$ cat config.mk
export PLATFORM = sky130hd
export DESIGN_NAME = serial_sub
export DESIGN_NICKNAME = d
export VERILOG_FILES = /design/src/rtl/serial_sub.sv
export SDC_FILE = /design/constraint.sdc
export NUM_CORES = 1
export LEC_CHECK = 0
export CAP_MARGIN = 5
export CORE_MARGIN = 2
export CORE_UTILIZATION = 31
export CTS_CLUSTER_DIAMETER = 120
export DETAILED_ROUTE_END_ITERATION = 8
export SLEW_MARGIN = 5
export SYNTH_ARGS = -nofsm -noshare
export SYNTH_HDL_FRONTEND = slang
export SYNTH_SLANG_ARGS = --single-unit
export TNS_END_PERCENT = 10
$ cat constraint.sdc
create_clock -name clk -period 2.1 [get_ports clk]
set_input_delay 0.63 -clock clk [delete_from_list [all_inputs] [get_ports clk]]
set_output_delay 0.63 -clock clk [all_outputs]
set_load 0.01 [all_outputs]
$ cat src/rtl/serial_sub.sv
// Bit-serial unsigned subtractor: computes a - b one bit per clock, LSB first,
// through a single full-subtractor cell and reports diff/borrow with a done pulse.
module serial_sub #(
  parameter int WIDTH = 4
) (
  input  logic             clk,
  input  logic             rst_n,
  input  logic             start,
  input  logic [WIDTH-1:0] a,
  input  logic [WIDTH-1:0] b,
  output logic             busy,
  output logic             done,
  output logic [WIDTH-1:0] diff,
  output logic             borrow
);

  localparam int CNT_W = $clog2(WIDTH) + 1;

  typedef enum logic [1:0] {IDLE, RUN, DONE} state_t;

  state_t             state, state_nxt;
  logic [WIDTH-1:0]   a_sh, b_sh;
  logic [WIDTH-2:0]   res_sh;
  logic [WIDTH-1:0]   res_nxt;
  logic               br, br_nxt, d_bit;
  logic [CNT_W-1:0]   cnt;
  logic               accept, last_bit;

  // Returns {borrow_out, difference} for x - y - bin.
  function automatic logic [1:0] full_sub(input logic x, input logic y, input logic bin);
    logic d, bo;
    d  = x ^ y ^ bin;
    bo = (~x & y) | (~(x ^ y) & bin);
    return {bo, d};
  endfunction

  assign {br_nxt, d_bit} = full_sub(a_sh[0], b_sh[0], br);
  // The new bit enters at the MSB; the LSB that falls off is never needed.
  assign res_nxt  = {d_bit, res_sh};
  assign accept   = (state != RUN) && start;
  assign last_bit = (state == RUN) && (cnt == CNT_W'(WIDTH - 1));

  always_ff @(posedge clk or negedge rst_n) begin
    if (!rst_n) state <= IDLE;
    else        state <= state_nxt;
  end

  always_comb begin
    state_nxt = state;
    busy      = 1'b0;
    done      = 1'b0;
    case (state)
      IDLE: state_nxt = start ? RUN : IDLE;
      RUN: begin
        busy = 1'b1;
        if (last_bit) state_nxt = DONE;
      end
      DONE: begin
        done      = 1'b1;
        state_nxt = start ? RUN : IDLE;
      end
      default: state_nxt = IDLE;
    endcase
  end

  always_ff @(posedge clk or negedge rst_n) begin
    if (!rst_n) begin
      a_sh   <= '0;
      b_sh   <= '0;
      res_sh <= '0;
      br     <= 1'b0;
      cnt    <= '0;
      diff   <= '0;
      borrow <= 1'b0;
    end else if (accept) begin
      a_sh   <= a;
      b_sh   <= b;
      res_sh <= '0;
      br     <= 1'b0;
      cnt    <= '0;
    end else if (state == RUN) begin
      a_sh   <= a_sh >> 1;
      b_sh   <= b_sh >> 1;
      res_sh <= res_nxt[WIDTH-1:1];
      br     <= br_nxt;
      cnt    <= cnt + CNT_W'(1);
      if (last_bit) begin
        diff   <= res_nxt;
        borrow <= br_nxt;
      end
    end
  end

endmodule

==> impl_metrics.json <==
{
  "antenna_cells": 0,
  "die_h_um": 61.99,
  "hold_path_class": "reg -> reg",
  "grt_pass1_vias": 623,
  "final_common_cell": "dfrtp_1",
  "synth_seq_cells": 22,
  "worstPathRequired_ns": 1.47,
  "grt_antenna_before_repair": 0,
  "dp_hpwl_um": 1259,
  "cp.arrival_ns": 1.36,
  "fin_skew_ns": 0.007609,
  "drcViolationCount": 0,
  "overflow": 0,
  "power_density_nw_per_um2": 1313,
  "cts_buffers": 3,
  "yosys.cell_types.count": 14,
  "drv_slew": 0,
  "dieArea_um2": 3842,
  "vias_per_cell": 4.340,
  "fmax_mhz": 501.6,
  "crit_type": "reg -> out",
  "fin_crit_sh_pct": 94.94,
  "first_pass_iters": 4,
  "finalHoldViolCount": 0,
  "grt_pass1_wl_um": 2711,
  "layout-drive-gt1-share_pct": 30.61,
  "whs_ns": 0.5060,
  "syn_avg_cell_area_um2": 13.90,
  "cpPeakStageDelay_ns": 0.54,
  "rsz0062_at_grt": "no",
  "area_delta_synth_final_pct": 25.81,
  "period_minus_slack_ns": 1.994,
  "power.leakage_nw": 0.6203,
  "root_buffer": "clkbuf_4",
  "cp-end-kind": "primary output",
  "fill_cells": 313,
  "clkTransAtPathRegs_ns": 0.12,
  "final_nets": 113,
  "hold_depth": 1,
  "io_buffers": 17,
  "slew_headroom_pct": 79.24,
  "grt_usage_pct": 9.867,
  "status": "finished clean",
  "drt-total-wl_um": 1717,
  "place_congestion": 0.6545,
  "vias": 625,
  "drt_iter0_drc": 17,
  "cts_tree": "done",
  "ff2ff_path_depth": 4,
  "synthesis.nets": 89,
  "clock_sinks": 22,
  "finalSetupViolCount": 0,
  "worstSetupStartpointType": "flip-flop",
  "clockBufferDepth": 2,
  "postLayoutCoreUtil_pct": 39.92,
  "finalSetupTns_ns": 0,
  "yosysWarningCount": 0,
  "grt_max_degree": 23,
  "fin_cells": 144,
  "synth_area_um2": 1042,
  "cp_cell_sequence": "nor2b_1 -> clkdlybuf4s50_1",
  "htree_levels": 1,
  "dp.cells": 139,
  "start_util_pct": 31.73,
  "core_um2": 3284,
  "clock_latency_ns": 0.32,
  "critPathMaxFanout": 2,
  "worst_slew_pin_slew_ns": 0.3105,
  "cp_slowest_cell": "clkdlybuf4s50_1",
  "seq_area_frac_synth_pct": 52.82,
  "vdd_drop_max_mv": 0.4205,
  "antenna_left": 0,
  "cap_violations": 0,
  "die_x_um": 61.99,
  "wl_per_cell_um": 11.92,
  "synthCells": 75,
  "ioPinCount": 18,
  "final_cell_mix": "dfrtp_1 (22), clkdlybuf4s50_1 (16), mux2_2 (15), inv_1 (7)",
  "rows": 21
}
-- worst max-delay path, delay by kind of cell, from the launching register on --
kind                   cells  cell delay [ns]
buffers and inverters      1             0.54
flip-flops                 1             0.40
AND/OR/NAND/NOR            1             0.11
-- synthesized netlist by cell type (all sizes together) --
| master | instances | area, um2 |
|---|---|---|
| nor2b | 5 | 31.28 |
| o22ai | 1 | 6.260 |
| mux2i | 6 | 60.06 |
| ha | 2 | 25.02 |
| dfrtp | 22 | 550.5 |
| nand2b | 4 | 25.02 |
| inv | 7 | 26.28 |
| nand3b | 1 | 7.510 |
| buf | 4 | 38.78 |
| fa | 1 | 20.02 |
| nor2 | 2 | 7.510 |
| mux2 | 20 | 244.0 |
-- flip-flops by register name, indices dropped and copies added, names as in the netlist --
name	flops
a_sh	4
state	2
br	1
borrow	1
cnt	3
diff	4
res_sh	3
b_sh	4
-- through the flow --
step | setup WS [ns] | power [W] | instance area, um2
after floorplan | 0.5912 | 0.001274 | 1042
after global placement | 0.1207 | 0.001464 | 1269
after detailed placement | 0.1059 | 0.001504 | 1269
after CTS | 0.03973 | 0.001738 | 1304
after global routing | 0.01788 | 0.001860 | 1311
final | 0.1063 | 0.001722 | 1311
-- final timing paths --
path / start / to / slack, ns
max: state[0] / done / 0.11
min: cnt[0] / cnt[0] / 0.51
max reg2reg: cnt[0] / diff[0] / 0.54
min reg2reg: cnt[0] / cnt[0] / 0.51
max in group asynchronous: rst_n / cnt[1] / 1.23
min in group asynchronous: rst_n / a_sh[1] / 0.64
-- metal layers --
metal	vias to the layer above	part of all wire (%)	GRT usage, %
met3	4	4.8	2.277
li1	295	-	-
met4	0	2.7	6.383
met1	311	47	12.48
met2	15	46	15.03
met5	-	0	0
-- where the power goes --
group          leakage [nW]  internal [W]  switching (W)
clock network        0.0210      0.000106       0.000137
logic                 0.322      0.000471       0.000304
registers             0.277      0.000610      0.0000932
-- what timing repair did --
action                                  4_1_cts  5_1_grt
endpoints found under the setup margin        1        1
gates resized for setup                       1        0
hold buffers                                  0        0
setup buffers                                 0        1
pin swaps                                     0        0
-- cell type report --
class | instances | area (um2) | area share [%]
well taps | 46 | 57.56 | 4.389
flip-flops and latches | 22 | 550.5 | 41.98
inverters | 7 | 26.28 | 2.004
clock buffers | 4 | 36.28 | 2.767
repair buffers | 23 | 214.0 | 16.32
multi-input cells | 42 | 426.7 | 32.54
-- cells by family after synthesis --
family                   count (synthesis)  synth area share (%)
flip-flops                              22                 52.82
adder cells (fa/ha/maj)                  3                 4.321
AND/OR/NAND/NOR                         12                 6.843
multiplexers                            26                 29.17
AO/OA/AOI/OAI                            1                0.6006
buffers and inverters                   11                 6.242
Note: power is estimated with default switching activity, not from simulation.
